[src/rtl/xor_share_ctrl_if.sv]
// Bundle of request/operand/grant/result signals shared by xor_share_ctrl.
// The op_cnt signal exists only when XOR_SHARE_CNT_EN is defined.
interface xor_share_ctrl_if #(
  parameter int unsigned WIDTH = 8
);
  logic [3:0]         req;
  logic [4*WIDTH-1:0] a_bus;
  logic [4*WIDTH-1:0] b_bus;
  logic [3:0]         gnt;
  logic [3:0]         done;
  logic [WIDTH-1:0]   x_out;
  logic               busy;
`ifdef XOR_SHARE_CNT_EN
  logic [15:0]        op_cnt;
`endif

  // Requester side: drives requests and operands, observes grant and result
  modport master (
    output req, a_bus, b_bus,
    input  gnt, done, x_out, busy
`ifdef XOR_SHARE_CNT_EN
    , input op_cnt
`endif
  );

  // Controller side
  modport slave (
    input  req, a_bus, b_bus,
    output gnt, done, x_out, busy
`ifdef XOR_SHARE_CNT_EN
    , output op_cnt
`endif
  );
endinterface

[src/rtl/xor_share_ctrl.sv]
// xor_share_ctrl: one WIDTH-bit XOR datapath shared by four requesters.
// Round-robin arbitration in IDLE, operands latched at grant, result
// registered in EXEC, one-cycle done pulse issued from RESP, grant held in
// RELEASE until the winner drops its request.
// Optional feature: define XOR_SHARE_CNT_EN to add the saturating 16-bit
// completed-operation counter (op_cnt).
module xor_share_ctrl #(
  parameter int unsigned WIDTH = 8
) (
  input  logic           clk,
  input  logic           rst,
  xor_share_ctrl_if.slave bus
);

  typedef enum logic [1:0] {
    IDLE    = 2'd0,
    EXEC    = 2'd1,
    RESP    = 2'd2,
    RELEASE = 2'd3
  } state_t;

  state_t           state_q;
  state_t           state_d;

  logic [1:0]       ptr_q;     // first requester examined by the next search
  logic [3:0]       gnt_q;
  logic [3:0]       done_q;
  logic [WIDTH-1:0] a_q;
  logic [WIDTH-1:0] b_q;
  logic [WIDTH-1:0] x_q;

  logic             found;
  logic [1:0]       cand;
  logic [1:0]       win_idx;
  logic [WIDTH-1:0] a_sel;
  logic [WIDTH-1:0] b_sel;

  logic             grant_ld;
  logic             result_ld;
  logic             done_set;
  logic             gnt_clr;

  // Round-robin search: first active request at or after ptr_q, wrapping 3->0
  always_comb begin
    found   = 1'b0;
    cand    = ptr_q;
    win_idx = ptr_q;
    for (int unsigned k = 0; k < 4; k++) begin
      cand = ptr_q + 2'(k);
      if (!found && bus.req[cand]) begin
        found   = 1'b1;
        win_idx = cand;
      end
    end
  end

  // Operand selection for the search winner
  always_comb begin
    a_sel = '0;
    b_sel = '0;
    for (int unsigned i = 0; i < 4; i++) begin
      if (win_idx == 2'(i)) begin
        a_sel = bus.a_bus[i*WIDTH +: WIDTH];
        b_sel = bus.b_bus[i*WIDTH +: WIDTH];
      end
    end
  end

  // FSM state register
  always_ff @(posedge clk) begin
    if (rst) begin
      state_q <= IDLE;
    end else begin
      state_q <= state_d;
    end
  end

  // FSM next-state and datapath control strobes
  always_comb begin
    state_d   = state_q;
    grant_ld  = 1'b0;
    result_ld = 1'b0;
    done_set  = 1'b0;
    gnt_clr   = 1'b0;
    unique case (state_q)
      IDLE: begin
        if (found) begin
          grant_ld = 1'b1;
          state_d  = EXEC;
        end
      end
      EXEC: begin
        result_ld = 1'b1;
        state_d   = RESP;
      end
      RESP: begin
        done_set = 1'b1;
        state_d  = RELEASE;
      end
      RELEASE: begin
        if ((bus.req & gnt_q) == 4'b0000) begin
          gnt_clr = 1'b1;
          state_d = IDLE;
        end
      end
      default: state_d = IDLE;
    endcase
  end

  // Grant, operand latches, result and done pulse; reset wins over everything
  always_ff @(posedge clk) begin
    if (rst) begin
      ptr_q  <= '0;
      gnt_q  <= '0;
      done_q <= '0;
      a_q    <= '0;
      b_q    <= '0;
      x_q    <= '0;
    end else begin
      done_q <= '0;
      if (grant_ld) begin
        gnt_q <= 4'b0001 << win_idx;
        a_q   <= a_sel;
        b_q   <= b_sel;
        ptr_q <= win_idx + 2'd1;
      end
      if (result_ld) begin
        x_q <= a_q ^ b_q;
      end
      if (done_set) begin
        done_q <= gnt_q;
      end
      if (gnt_clr) begin
        gnt_q <= '0;
      end
    end
  end

`ifdef XOR_SHARE_CNT_EN
  logic [15:0] cnt_q;

  // Completed-operation counter, one step per RESP cycle, saturating
  always_ff @(posedge clk) begin
    if (rst) begin
      cnt_q <= '0;
    end else if (state_q == RESP && cnt_q != 16'hFFFF) begin
      cnt_q <= cnt_q + 16'd1;
    end
  end

  assign bus.op_cnt = cnt_q;
`endif

  assign bus.gnt   = gnt_q;
  assign bus.done  = done_q;
  assign bus.x_out = x_q;
  assign bus.busy  = (state_q != IDLE);

endmodule
[src/flat_wrapper.sv]
// flat-port wrapper written by rule: the top's interface ports become plain ports
module xor_share_ctrl_flat 
#(
  parameter int unsigned WIDTH = 8
)
  (clk, rst, bus_req, bus_a_bus, bus_b_bus, bus_gnt, bus_done, bus_x_out, bus_busy);
  xor_share_ctrl_if #(.WIDTH(WIDTH)) bus_i ();
  input  logic clk;
  input  logic rst;
  input wire logic [$bits(bus_i.req)-1:0] bus_req;
  input wire logic [$bits(bus_i.a_bus)-1:0] bus_a_bus;
  input wire logic [$bits(bus_i.b_bus)-1:0] bus_b_bus;
  output wire logic [$bits(bus_i.gnt)-1:0] bus_gnt;
  output wire logic [$bits(bus_i.done)-1:0] bus_done;
  output wire logic [$bits(bus_i.x_out)-1:0] bus_x_out;
  output wire logic [$bits(bus_i.busy)-1:0] bus_busy;
  assign bus_i.req = bus_req;
  assign bus_i.a_bus = bus_a_bus;
  assign bus_i.b_bus = bus_b_bus;
  assign bus_gnt = bus_i.gnt;
  assign bus_done = bus_i.done;
  assign bus_x_out = bus_i.x_out;
  assign bus_busy = bus_i.busy;
  xor_share_ctrl #(.WIDTH(WIDTH)) u_core (.clk(clk), .rst(rst), .bus(bus_i));
endmodule
[config.mk]
export PLATFORM = sky130hd
export DESIGN_NAME = xor_share_ctrl_flat
export DESIGN_NICKNAME = d
export VERILOG_FILES = /design/src/rtl/xor_share_ctrl_if.sv /design/src/rtl/xor_share_ctrl.sv /design/src/flat_wrapper.sv
export SDC_FILE = /design/constraint.sdc
export NUM_CORES = 1
export LEC_CHECK = 0
export ABC_AREA = 1
export CAP_MARGIN = 5
export CORE_MARGIN = 3
export CORE_UTILIZATION = 49
export CTS_CLUSTER_DIAMETER = 100
export DETAILED_ROUTE_END_ITERATION = 8
export PLACE_DENSITY = 0.86
export SLEW_MARGIN = 20
export SYNTH_ARGS = -nofsm -noshare
export SYNTH_HDL_FRONTEND = slang
export SYNTH_SLANG_ARGS = --single-unit
[constraint.sdc]
create_clock -name clk -period 4.1 [get_ports clk]
set_input_delay 0.82 -clock clk [delete_from_list [all_inputs] [get_ports clk]]
set_output_delay 0.82 -clock clk [all_outputs]
set_load 0.005 [all_outputs]
==> impl_metrics.toml <==
[sta]
max-slew-margin-rel_pct = 58.4
drv_slew = 0
finalClockSkew_ns = 0.00301
timing.final.crit_share_pct = 88.8
hold_viol = 0
report.final.setup_viol = 0
tightest_slew_ns = 0.624
min_period_ns = 3.64
setup_tns_ns = 0
rsz0062_at_grt = "no"
timing.fmax_ghz = 0.275

[setup_path]
path_common_cell = "nand2_1"
r2r-end = "u_core.b_q[2]"
r2r-start = "u_core.ptr_q[0]"
crit_path_end_kind = "register"
cp.arrival_ns = 3.82
path_max_fanout = 18
r2r_slack_ns = 0.64
r2r_cells = 16
start_kind = "input pin"
cp.required_ns = 4.28
slowest_stage = "ha_1"
path_cells = "clkdlybuf4s50_1 -> inv_1 -> nand2_1 -> nand2_1 -> o21ai_0 -> nand3_1 -> inv_1 -> nand2_1 -> nand2_1 -> ha_1 -> inv_1 -> o21ai_0 -> nand2_1 -> o21ai_1 -> nand3_1 -> nand2_1 -> nor2_1"
max_stage_delay_ns = 0.56
path_class = "in2reg"

[die]
die-area_um2 = 5850
start_util_pct = 51.2
io_pins = 87
rows = 25
core_area_um2 = 4750
die_w_um = 76.5
die_h_um = 76.5

[detailed_routing]
wl_per_cell_um = 11.9
firstDrtPassIters = 4
vias = 2657
antenna_left = 0
wirelength_um = 6260
drt-vias-per-instance = 5.03
drt_iter0_markers = 169
drc_errors = 0

[cells_and_area]
drive_gt1_share_pct = 10.2
fin_nets = 539
antennaDiodeCount = 0
syn_to_final_growth_pct = 38.7

[clock_tree]
cts-resized-gates = 0
cts-root-buf = "clkbuf_8"
postCtsSetupBuffers = 0
cts_tree = "yes"
htreeDepth = 2
cts.sinks = 36
clk_latency_ns = 0.29
hold_buffers = 0
cts_made_buffers = 5
path_clk_slew_ns = 0.06
clock_path_buffers = 2

[synthesis]
synth.distinct_cells = 24
synth-main-ff-cell = "dfxtp_1"
synth_most_common_cell = "nand2_1"
yosysSeqAreaShare_pct = 29.6
ys_top_cells_by_area = "dfxtp_1 30%, nand2_1 16%, o21ai_0 7.6%"
synth_top_area_cell = "dfxtp_1"
synth_edf_count = 0
synth_common_cells = "106 x nand2_1, 47 x nor2_1, 37 x o21ai_0"
syn_area_um2 = 2430
async_reset_ff_share_pct = 0
synth_top_cell_area_share_pct = 29.6
postSynthAreaPerCell_um2 = 6.31
ys_ff_latch = 36
yosysWarnings = 0
syn_nets = 464
syn_inst = 386

[global_routing]
antenna_found_initial = 0
overflow = 0
grt_pass1_vias = 2569
grt_usage_pct = 22.1
grt_max_degree = 33
grt_pass1_wl_um = 10900

[place]
port_buffers = 86
place_hpwl_um = 4930
gp_congestion = 0.840

[power]
finalPower_mw = 2.95
power.leakage_nw = 1.63
power_per_cell_area_nw_per_um2 = 873
vdd_drop_max_uv = 592

[status]
status = "finished, final reports clean"

[min_path]
hold-path-cell-count = 2
worstHoldStart = "u_core.a_q[1]"
whs_endpoint = "u_core.a_q[1]"
worstHoldPathType = "reg2reg"

[job]
cap_viol_max_count = 0
-- worst max path at each step --
stage          cells past startpoint       endpoint  slack (ns)  startpoint
2_1_floorplan                     22  u_core.b_q[3]        1.29  bus_req[1]
3_5_place_dp                      21  u_core.a_q[6]        0.26  bus_req[2]
6_report                          17  u_core.b_q[2]        0.46  bus_req[0]
3_3_place_gp                      21  u_core.a_q[6]        0.36  bus_req[2]
5_1_grt                           20  u_core.a_q[1]        0.16  bus_req[1]
4_1_cts                           17  u_core.a_q[1]        0.52  bus_req[1]
-- critical path: cells and delay by family --
family	cells	cell delay (ns)
buf+inv	4	1.04
fa+ha+maj	1	0.56
simple gates	9	0.75
compound gates	3	0.63
-- state kept, by name, indices dropped and copies added (netlist names) --
register and count:
u_core.b_q 8, u_core.a_q 8, u_core.bus.x_out 8, u_core.ptr_q 2, u_core.bus.gnt 4, u_core.bus.done 4, u_core.state_q 2
-- kinds of logic after synthesis --
family	after synthesis	share of synthesized area (%)
XOR/XNOR	8	2.88
AO/OA/AOI/OAI	70	14.5
adder cells (fa/ha/maj)	8	4.11
flip-flops	36	29.6
AND/OR/NAND/NOR	213	39.4
buffers and inverters	51	9.51
-- layout make-up --
type / instances / area [µm²]
Multi-Input combinational cell: 299 / 1480
Tap cell: 67 / 83.8
Clock buffer: 7 / 96.3
Inverter: 31 / 119
Fill cell: 390 / 1380
Timing Repair Buffer: 88 / 876
Sequential cell: 36 / 721
-- metal layers --
| metal | up-vias | GRT usage (%) | wire, µm |
|---|---|---|---|
| li1 | 1365 | - | - |
| met1 | 1168 | 26.6 | 2720 |
| met2 | 115 | 38.5 | 2960 |
| met3 | 9 | 5.56 | 487 |
| met4 | 0 | 7.07 | 91 |
| met5 | - | 0 | 0 |
-- metrics by stage --
| step | setup WS (ns) | instances | utilization (%) | cell area [µm²] | hold slack, ns |
|---|---|---|---|---|---|
| after floorplan | 1.29 | 386 | - | 2430 | 0.470 |
| after global placement | 0.364 | 521 | 69.0 | 3280 | 0.491 |
| after detailed placement | 0.259 | 521 | 69.0 | 3280 | 0.492 |
| after CTS | 0.519 | 528 | 71.1 | 3380 | 0.503 |
| after global routing | 0.158 | 528 | 71.1 | 3380 | 0.532 |
| final | 0.458 | 528 | 71.1 | 3380 | 0.504 |
-- where the power goes --
group / internal (mW) / switching (mW) / total (mW)
clock network: 0.149 / 0.118 / 0.267
logic: 0.817 / 1.27 / 2.09
registers: 0.482 / 0.114 / 0.596
total: 1.45 / 1.50 / 2.95
-- cell usage in the layout, fill, tap and decap left out --
cell type        instances
o21ai_0                 37
inv_1                   27
o22ai_1                  2
nand2_1                106
nand4_1                  2
clkbuf_8                 7
clkdlybuf4s50_1         86
a21oi_1                 19
ha_1                     8
buf_4                    2
nor2_2                  21
nand3_4                  1
xor2_1                   8
inv_2                    3
nor2_1                  47
o21ai_1                 12
nand3_1                 24
nor2_8                   1
nand2_4                  3
inv_4                    1
nand2_2                  8
dfxtp_1                 36
No activity file was read; power rests on OpenSTA's default activity.
